--- src/rtl/uart_pkg.sv ---
// Shared types, constants and helpers for the UART TX scheduler slice.
package uart_pkg;

  localparam int unsigned BYTE_W          = 8;
  localparam int unsigned UART_FRAME_BITS = 11;

  typedef enum logic [1:0] {
    ST_IDLE,
    ST_SEND,
    ST_RELEASE,
    ST_ACK
  } state_e;

  typedef struct packed {
    logic [BYTE_W-1:0] data;
    logic              parity;
  } tx_word_t;

  // Parity over one data byte; odd=1 inverts the even result.
  function automatic logic calc_parity(input logic [BYTE_W-1:0] b, input logic odd);
    return (^b) ^ odd;
  endfunction

endpackage

--- src/rtl/uart_tx_sched_if.sv ---
// Link between the scheduler and the parallel-to-serial TX stage.
interface uart_tx_sched_if;

  logic       tx_send;
  logic [7:0] tx_data;
  logic       tx_parity;
  logic       tx_done;

  modport master (output tx_send, output tx_data, output tx_parity, input tx_done);
  modport slave  (input tx_send, input tx_data, input tx_parity, output tx_done);

endinterface

--- src/rtl/uart_rr_arb.sv ---
// Combinational round-robin pick: search upward from ptr_i+1 with wrap.
module uart_rr_arb #(
  parameter int unsigned NUM_REQ = 4
) (
  input  logic [NUM_REQ-1:0]         req_i,
  input  logic [$clog2(NUM_REQ)-1:0] ptr_i,
  output logic [$clog2(NUM_REQ)-1:0] win_id_c,
  output logic                       any_c
);

  localparam int unsigned IDW = $clog2(NUM_REQ);

  // Walk offsets from farthest to nearest so the nearest valid requester wins.
  always_comb begin
    int idx;
    win_id_c = '0;
    any_c    = 1'b0;
    for (int k = int'(NUM_REQ); k >= 1; k--) begin
      idx = (int'(ptr_i) + k) % int'(NUM_REQ);
      if (req_i[IDW'(idx)]) begin
        win_id_c = IDW'(idx);
        any_c    = 1'b1;
      end
    end
  end

endmodule

--- src/rtl/uart_tx_sched.sv ---
// Round-robin scheduler sharing one UART TX stage among NUM_REQ byte producers.
module uart_tx_sched #(
  parameter int unsigned NUM_REQ     = 4,
  parameter bit          PARITY_ODD  = 1'b0,
  parameter int unsigned TIMEOUT_CYC = 64
) (
  input  logic                       baud_clk,
  input  logic                       rst_n,
  input  logic [NUM_REQ-1:0]         req_valid,
  input  logic [8*NUM_REQ-1:0]       req_data,
  output logic [NUM_REQ-1:0]         req_ack,
  output logic                       req_err,
  uart_tx_sched_if.master            tx,
  output logic [$clog2(NUM_REQ)-1:0] gnt_id,
  output logic                       busy
);

  import uart_pkg::*;

  localparam int unsigned IDW   = $clog2(NUM_REQ);
  localparam int unsigned CNT_W = $clog2(TIMEOUT_CYC + 1);

  state_e             state_q, state_d;
  logic               tx_send_q, tx_send_d;
  tx_word_t           word_q, word_d;
  logic [IDW-1:0]     gnt_q, gnt_d;
  logic [IDW-1:0]     ptr_q, ptr_d;
  logic [CNT_W-1:0]   cnt_q, cnt_d;
  logic               abort_q, abort_d;
  logic [NUM_REQ-1:0] ack_q, ack_d;
  logic               err_q, err_d;
  logic               busy_q, busy_d;

  logic [BYTE_W-1:0]  req_byte [NUM_REQ];
  logic [IDW-1:0]     win_id_c;
  logic               any_valid_c;

  // Unpack the flat producer bus into one byte per requester.
  for (genvar g = 0; g < NUM_REQ; g++) begin : g_unpack
    assign req_byte[g] = req_data[8*g +: 8];
  end

  uart_rr_arb #(
    .NUM_REQ (NUM_REQ)
  ) u_arb (
    .req_i    (req_valid),
    .ptr_i    (ptr_q),
    .win_id_c (win_id_c),
    .any_c    (any_valid_c)
  );

  // State and datapath registers; reset drops tx_send immediately.
  always_ff @(posedge baud_clk or negedge rst_n) begin
    if (!rst_n) begin
      state_q   <= ST_IDLE;
      tx_send_q <= 1'b0;
      word_q    <= '0;
      gnt_q     <= '0;
      ptr_q     <= IDW'(NUM_REQ - 1);
      cnt_q     <= '0;
      abort_q   <= 1'b0;
      ack_q     <= '0;
      err_q     <= 1'b0;
      busy_q    <= 1'b0;
    end else begin
      state_q   <= state_d;
      tx_send_q <= tx_send_d;
      word_q    <= word_d;
      gnt_q     <= gnt_d;
      ptr_q     <= ptr_d;
      cnt_q     <= cnt_d;
      abort_q   <= abort_d;
      ack_q     <= ack_d;
      err_q     <= err_d;
      busy_q    <= busy_d;
    end
  end

  // Next-state logic; ack/err are loaded on entry to ACK so they are high only there.
  always_comb begin
    state_d   = state_q;
    tx_send_d = tx_send_q;
    word_d    = word_q;
    gnt_d     = gnt_q;
    ptr_d     = ptr_q;
    cnt_d     = cnt_q;
    abort_d   = abort_q;
    ack_d     = '0;
    err_d     = 1'b0;

    unique case (state_q)
      ST_IDLE: begin
        // A done left over from before reset blocks a new grant.
        if (!tx.tx_done && any_valid_c) begin
          word_d.data   = req_byte[win_id_c];
          word_d.parity = calc_parity(req_byte[win_id_c], PARITY_ODD);
          gnt_d         = win_id_c;
          tx_send_d     = 1'b1;
          cnt_d         = '0;
          state_d       = ST_SEND;
        end
      end
      ST_SEND: begin
        cnt_d = cnt_q + CNT_W'(1);
        if (tx.tx_done) begin
          tx_send_d = 1'b0;
          state_d   = ST_RELEASE;
        end else if (cnt_q == CNT_W'(TIMEOUT_CYC - 1)) begin
          tx_send_d = 1'b0;
          abort_d   = 1'b1;
          ack_d     = NUM_REQ'(1) << gnt_q;
          err_d     = 1'b1;
          state_d   = ST_ACK;
        end
      end
      ST_RELEASE: begin
        if (!tx.tx_done) begin
          ack_d   = NUM_REQ'(1) << gnt_q;
          err_d   = abort_q;
          state_d = ST_ACK;
        end
      end
      ST_ACK: begin
        ptr_d   = gnt_q;
        abort_d = 1'b0;
        state_d = ST_IDLE;
      end
      default: state_d = ST_IDLE;
    endcase

    busy_d = (state_d != ST_IDLE);
  end

  assign tx.tx_send   = tx_send_q;
  assign tx.tx_data   = word_q.data;
  assign tx.tx_parity = word_q.parity;
  assign req_ack      = ack_q;
  assign req_err      = err_q;
  assign gnt_id       = gnt_q;
  assign busy         = busy_q;

endmodule

--- src/flat_wrapper.sv ---
// flat-port wrapper written by rule: the top's interface ports become plain ports
module uart_tx_sched_flat import uart_pkg::*;
#(
  parameter int unsigned NUM_REQ     = 4,
  parameter bit          PARITY_ODD  = 1'b0,
  parameter int unsigned TIMEOUT_CYC = 64
)
  (baud_clk, rst_n, req_valid, req_data, req_ack, req_err, gnt_id, busy, tx_tx_send, tx_tx_data, tx_tx_parity, tx_tx_done);
  uart_tx_sched_if tx_i ();
  input  logic baud_clk;
  input  logic rst_n;
  input  logic [NUM_REQ-1:0] req_valid;
  input  logic [8*NUM_REQ-1:0] req_data;
  output logic [NUM_REQ-1:0] req_ack;
  output logic req_err;
  output logic [$clog2(NUM_REQ)-1:0] gnt_id;
  output logic busy;
  output wire logic [$bits(tx_i.tx_send)-1:0] tx_tx_send;
  output wire logic [$bits(tx_i.tx_data)-1:0] tx_tx_data;
  output wire logic [$bits(tx_i.tx_parity)-1:0] tx_tx_parity;
  input wire logic [$bits(tx_i.tx_done)-1:0] tx_tx_done;
  assign tx_tx_send = tx_i.tx_send;
  assign tx_tx_data = tx_i.tx_data;
  assign tx_tx_parity = tx_i.tx_parity;
  assign tx_i.tx_done = tx_tx_done;
  uart_tx_sched #(.NUM_REQ(NUM_REQ), .PARITY_ODD(PARITY_ODD), .TIMEOUT_CYC(TIMEOUT_CYC)) u_core (.baud_clk(baud_clk), .rst_n(rst_n), .req_valid(req_valid), .req_data(req_data), .req_ack(req_ack), .req_err(req_err), .tx(tx_i), .gnt_id(gnt_id), .busy(busy));
endmodule
--- config.mk ---
export PLATFORM = sky130hd
export DESIGN_NAME = uart_tx_sched_flat
export DESIGN_NICKNAME = d
export VERILOG_FILES = /design/src/rtl/uart_pkg.sv /design/src/rtl/uart_tx_sched_if.sv /design/src/rtl/uart_rr_arb.sv /design/src/rtl/uart_tx_sched.sv /design/src/flat_wrapper.sv
export SDC_FILE = /design/constraint.sdc
export NUM_CORES = 1
export LEC_CHECK = 0
export ABC_CLOCK_PERIOD_IN_PS = 3300
export BUFFER_PORTS_ARGS = -buffer_cell sky130_fd_sc_hd__buf_4
export CELL_PAD_IN_SITES_DETAIL_PLACEMENT = 0
export CELL_PAD_IN_SITES_GLOBAL_PLACEMENT = 2
export CORE_MARGIN = 1.5
export CORE_UTILIZATION = 30
export CTS_BUF_LIST = sky130_fd_sc_hd__clkbuf_16
export DETAILED_ROUTE_END_ITERATION = 16
export PLACE_DENSITY = 0.86
export SYNTH_ARGS = -nofsm -noshare
export SYNTH_HDL_FRONTEND = slang
export SYNTH_SLANG_ARGS = --single-unit
--- constraint.sdc ---
create_clock -name baud_clk -period 3.3 [get_ports baud_clk]
set_input_delay 0.825 -clock baud_clk [delete_from_list [all_inputs] [get_ports baud_clk]]
set_output_delay 0.825 -clock baud_clk [all_outputs]
set_load 0.05 [all_outputs]
Word-level counts from Yosys, hierarchy flattened
Cells that the tools add are included.
Storage, ports and cells
  flip-flop bits (word level): 30
  bits of input ports: 39
  word-level logic and storage cells: 87
Operators by class
  add/subtract/negate cells: 5
  order comparisons: 5
  eq/ne operators: 8
  shift-type cells: 1
  mux-type cells: 45
  bitwise logic cells: 1
  reduce and logical (&&, ||, !) cells: 11
Operators by type and width (number)
  $mux W1: 20
  $bmux W8 S2: 1
  $lt A2 B4 Y1 const B: 4
  $mux W2: 8
  $mux W8: 2
  $pmux W7 S2: 1
  $mux W4: 3
  $bmux W1 S2: 4
  $pmux W2 S4: 1
  $pmux W4 S2: 1
  $reduce_xor A8 Y1: 1
  $add A7 B1 Y7 const B: 1
  $eq A7 B6 Y1 const B: 1
  $mux W7: 1
  $pmux W1 S2: 3
  $reduce_and A3 Y1: 2
  $reduce_bool A2 Y1: 3
  $add A2 B1 Y2 const B: 2
  $add A2 B2 Y2 const B: 2
  $eq A2 B2 Y1 const B: 2
  $ne A2 B1 Y1 const B: 2
  $reduce_and A2 Y1: 2
  $shl A1 B2 Y4 const A: 1
  $ge A3 B3 Y1 const B: 1
  other kinds (7): 7

Longest topological paths before layout
  word-level depth: 13
  depth in mapped cells: 10

Hierarchy
A second synthesis with hierarchy kept.
Second synthesis, totals
  cell total of the unflattened synthesis: 147
  area, all modules: 1704.1 um^2
By module, submodules not included
  uart_tx_sched: instances 1, cells each 133, area an instance 1612.8 um^2
  uart_rr_arb: instances 1, cells each 14, area an instance 91.3 um^2

Worst setup path before layout
No wires, ideal clock.
  path type: input -> register
  from: input port req_valid[1]
  to: register u_core.word_q, in the netlist u_core.tx.tx_parity
  arrival time: 2.233 ns
  setup slack: 0.926 ns
  cell stages on the path: 10
  cell sequence: a21o_1 a31oi_1 buf_4 buf_12 mux2i_1 mux2i_1 xnor2_1 xnor2_1 xnor2_1 a21oi_1
On the way
  word-level cells in the longest chain between the ends: 12
  elaborated cells on any way between the ends: 27
Ends and longest elaborated chain
  start, declared: line flat_wrapper.sv:12  | input logic [NUM_REQ-1:0] req_valid;
  $bmux W1 S2: line uart_rr_arb.sv:20  | if (req_i[IDW'(idx)]) begin
  $mux W1 (not written as such) (2 in series): line uart_rr_arb.sv:20
  $mux W2 (4 in series): line uart_rr_arb.sv:20
  $not A2 Y3 (not written as such): line uart_tx_sched.sv:96  | word_d.parity = calc_parity(req_byte[win_id_c], PARITY_ODD);
  $bmux W8 S2: line uart_tx_sched.sv:96
  $mux W8 (not written as such) (2 in series): line uart_tx_sched.sv:96
  $reduce_xor A8 Y1: line uart_pkg.sv:21  | return (^b) ^ odd;
  end signal, assigned: line uart_tx_sched.sv:68  | word_q <= word_d;
  end, declared: line uart_tx_sched.sv:25  | tx_word_t word_q, word_d;
Parallel ways exist; a longest one is shown, timed or not. The select of a mux whose other input is x is not followed.
A chain may end at the register's enable or synchronous reset.

Worst setup path in the final report
  from: input port req_valid[0]
  to: register u_core.word_q, in the netlist u_core.tx.tx_parity
The elaborated chain is that of the path after synthesis.

==> results_dict.tcl <==
set metrics [dict create \
    setup_viol 0 \
    pin_count 57 \
    status "completed" \
    grt_pass1_vias 1366 \
    synth-seq-cells 30 \
    fin_worst_skew_ns 0.00434 \
    clk_pin_slew_ns 0.05 \
    grt_pass1_wl_um 6310 \
    row_count 27 \
    crit_chain "buf_4, a21o_1, a31oi_2, buf_4, mux2i_1, mux2i_1, xnor2_1, xnor2_1, xnor2_1, a21oi_1" \
    worstSetupPathType "input pin to flop" \
    areaGrowthSynthToFinish_pct 35.4 \
    crit_top_cell "xnor2_1" \
    clock_sinks 30 \
    design.core.area_sq_mm 0.00557 \
    max-slew-margin-rel_pct 60.0 \
    period_share_pct 72.6 \
    firstDrtPassIters 4 \
    yosysWarnings 0 \
    p_leak_uw 0.00115 \
    initial_core_util_pct 31.6 \
    port_buffers 56 \
    cts_root_buf "clkbuf_16" \
    tritoncts "done" \
    final_cell_count_no_fill 294 \
    cp_max_fo 17 \
    rsz0062_at_grt "false" \
    wl_per_cell_um 13.6 \
    place_congestion 0.739 \
    synth-edff-count 0 \
    dpl.cell_count 286 \
    final_nets 266 \
    final_layout_size_suffix_gt1_share_pct 34.7 \
    drv_slew 0 \
    grt_start_max_net_pins 31 \
    cp.arrival_ns 2.52 \
    ir_worst_vdd_mv 0.344 \
    viasPerCell 4.71 \
    whs_ns 0.479 \
    drt_first_iter_violations 35 \
    syn_area_sq_mm 0.00176 \
    final_util_pct 42.8 \
    yosysUniqueCellTypes 36 \
    layout_min_cycle_time_ns 2.39 \
    antenna-diode-count 0 \
    numCtsBuffers 5 \
    hpwlAfterDp_um 2920 \
    cts_resized 0 \
    ant_nets 0 \
    cp-start-kind "input pin" \
    async_flop_share_pct 100 \
    via_count 1385 \
    dieArea_sq_mm 0.00634 \
    tightestPinTransition_ns 0.596 \
    hold_viol 0 \
    cts_max_level 2 \
    grtUsageTotal_pct 13.0 \
    dieWidth_um 79.6 \
    cpPeakStageDelay_ns 0.30 \
    antenna_found_initial 0 \
    fp.dieH_um 79.6 \
    overflow 0 \
    fmax_mhz 418 \
    yosys_most_used_dff "dfrtp_1" \
    routed_wl_um 3990 \
    required_ns 3.43 \
    cts_hold_buf 0 \
    hold_class "input pin to async pin" \
    drc 0 \
    critPathSlowestCell "buf_4" \
    yosysSeqAreaShare_pct 42.8 \
    synth_cells 162 \
    cellPowerDensity_mw_per_mm2 947 \
    r2r_cells 9 \
    worstSetupEndpointType "flop" \
    syn_avg_cell_area_sq_um 10.9 \
    syn_nets 207 \
    clock_latency_ns 0.27 \
    clock_path_buffers 2 \
    maxCapViolCount 0 \
    cts_setup_buffers 0 \
    setup_tns_ns 0 \
]
[layout make-up]
cell class	instances	area, sq um
multi-input combinational	124	965
sequential	30	753
tap	72	90.1
fill	557	3190
clock inverter	3	12.5
clock buffer	5	125
timing repair buffer	57	428
inverter	3	11.3
[state kept, by name (all words and copies together), names as in the netlist]
name	cells
u_core.tx.tx_parity	1
u_core.req_ack	4
u_core.state_q	2
u_core.gnt_id	2
u_core.req_err	1
u_core.cnt_q	7
u_core.ptr_q	2
u_core.busy	1
u_core.tx.tx_data	8
u_core.tx.tx_send	1
u_core.abort_q	1
[stage by stage]
step,worst slack (ns),power (uW),area (sq um)
2_1_floorplan,0.926,1540,1760
3_3_place_gp,0.589,1840,2250
3_5_place_dp,0.566,1860,2250
4_1_cts,0.854,2290,2380
5_1_grt,0.713,2400,2380
6_report,0.905,2260,2380
[power breakdown]
part | switching (uW) | internal, uW
combinational | 717 | 497
clock | 155 | 272
sequential | 109 | 509
total | 981 | 1280
[worst max-delay path, delay by kind of cell]
family	cells	cell delay (ns)
muxes	2	0.35
xor gates and xnor gates	3	0.56
buffers and inverters	2	0.43
AOI/OAI and AO/OA	3	0.35
[cell usage after synthesis, types with 3 or more instances]
library cell	instances	share of area (%)
mux2i_1	29	16
dfrtp_1	28	40
nand2_1	15	3.2
nor2_1	12	2.6
mux2_2	10	6.4
xnor2_1	7	3.5
ha_1	6	4.3
a22o_1	5	2.5
o21ai_0	5	1.4
a21oi_1	3	0.85
and3_1	3	1.1
inv_1	3	0.64
nand2b_1	3	1.1
nor3b_1	3	1.3
o21ai_1	3	0.85
[metal layers]
metal / global-route usage, % / up-vias / wire (um)
li1: - / 698 / -
met1: 15.2 / 636 / 1810
met2: 21.9 / 46 / 1790
met3: 4.57 / 5 / 338
met4: 4.74 / 0 / 49
met5: 0 / - / 0
[worst paths after layout]
kind	from	end	slack [ns]
max	req_valid[0]	u_core.tx.tx_parity	0.91
max in group asynchronous	rst_n	u_core.ptr_q[0]	2.50
min reg2reg	u_core.tx.tx_data[4]	u_core.tx.tx_data[4]	0.51
min in group baud_clk	u_core.tx.tx_data[4]	u_core.tx.tx_data[4]	0.51
max reg2reg	u_core.ptr_q[1]	u_core.tx.tx_parity	1.01
min	rst_n	u_core.abort_q	0.48
[kinds of logic after synthesis]
| family | Yosys count | share of synthesized area [%] |
|---|---|---|
| and+or+nand+nor | 47 | 12.9 |
| muxes | 41 | 24.1 |
| xor gates and xnor gates | 7 | 3.48 |
| adders and majority gates | 6 | 4.26 |
| DFF | 30 | 42.8 |
| buffers and inverters | 8 | 2.84 |
| AOI/OAI and AO/OA | 23 | 9.66 |
[cell usage in the layout, fill, tap and decap left out, types with 3 or more instances in the layout]
| master | Yosys | layout |
|---|---|---|
| dfrtp_1 | 28 | 28 |
| nand2b_1 | 3 | 3 |
| o21ai_1 | 3 | 3 |
| and3_1 | 3 | 3 |
| inv_1 | 3 | 4 |
| o21ai_0 | 5 | 5 |
| ha_1 | 6 | 6 |
| mux2i_1 | 29 | 29 |
| a21oi_1 | 3 | 3 |
| xnor2_1 | 7 | 7 |
| clkbuf_16 | 0 | 5 |
| nor2_1 | 12 | 12 |
| nand2_1 | 15 | 15 |
| a22o_1 | 5 | 5 |
| buf_4 | 1 | 57 |
| nor3b_1 | 3 | 3 |
| mux2_2 | 10 | 10 |
Note: power is estimated with default switching activity, not from simulation.
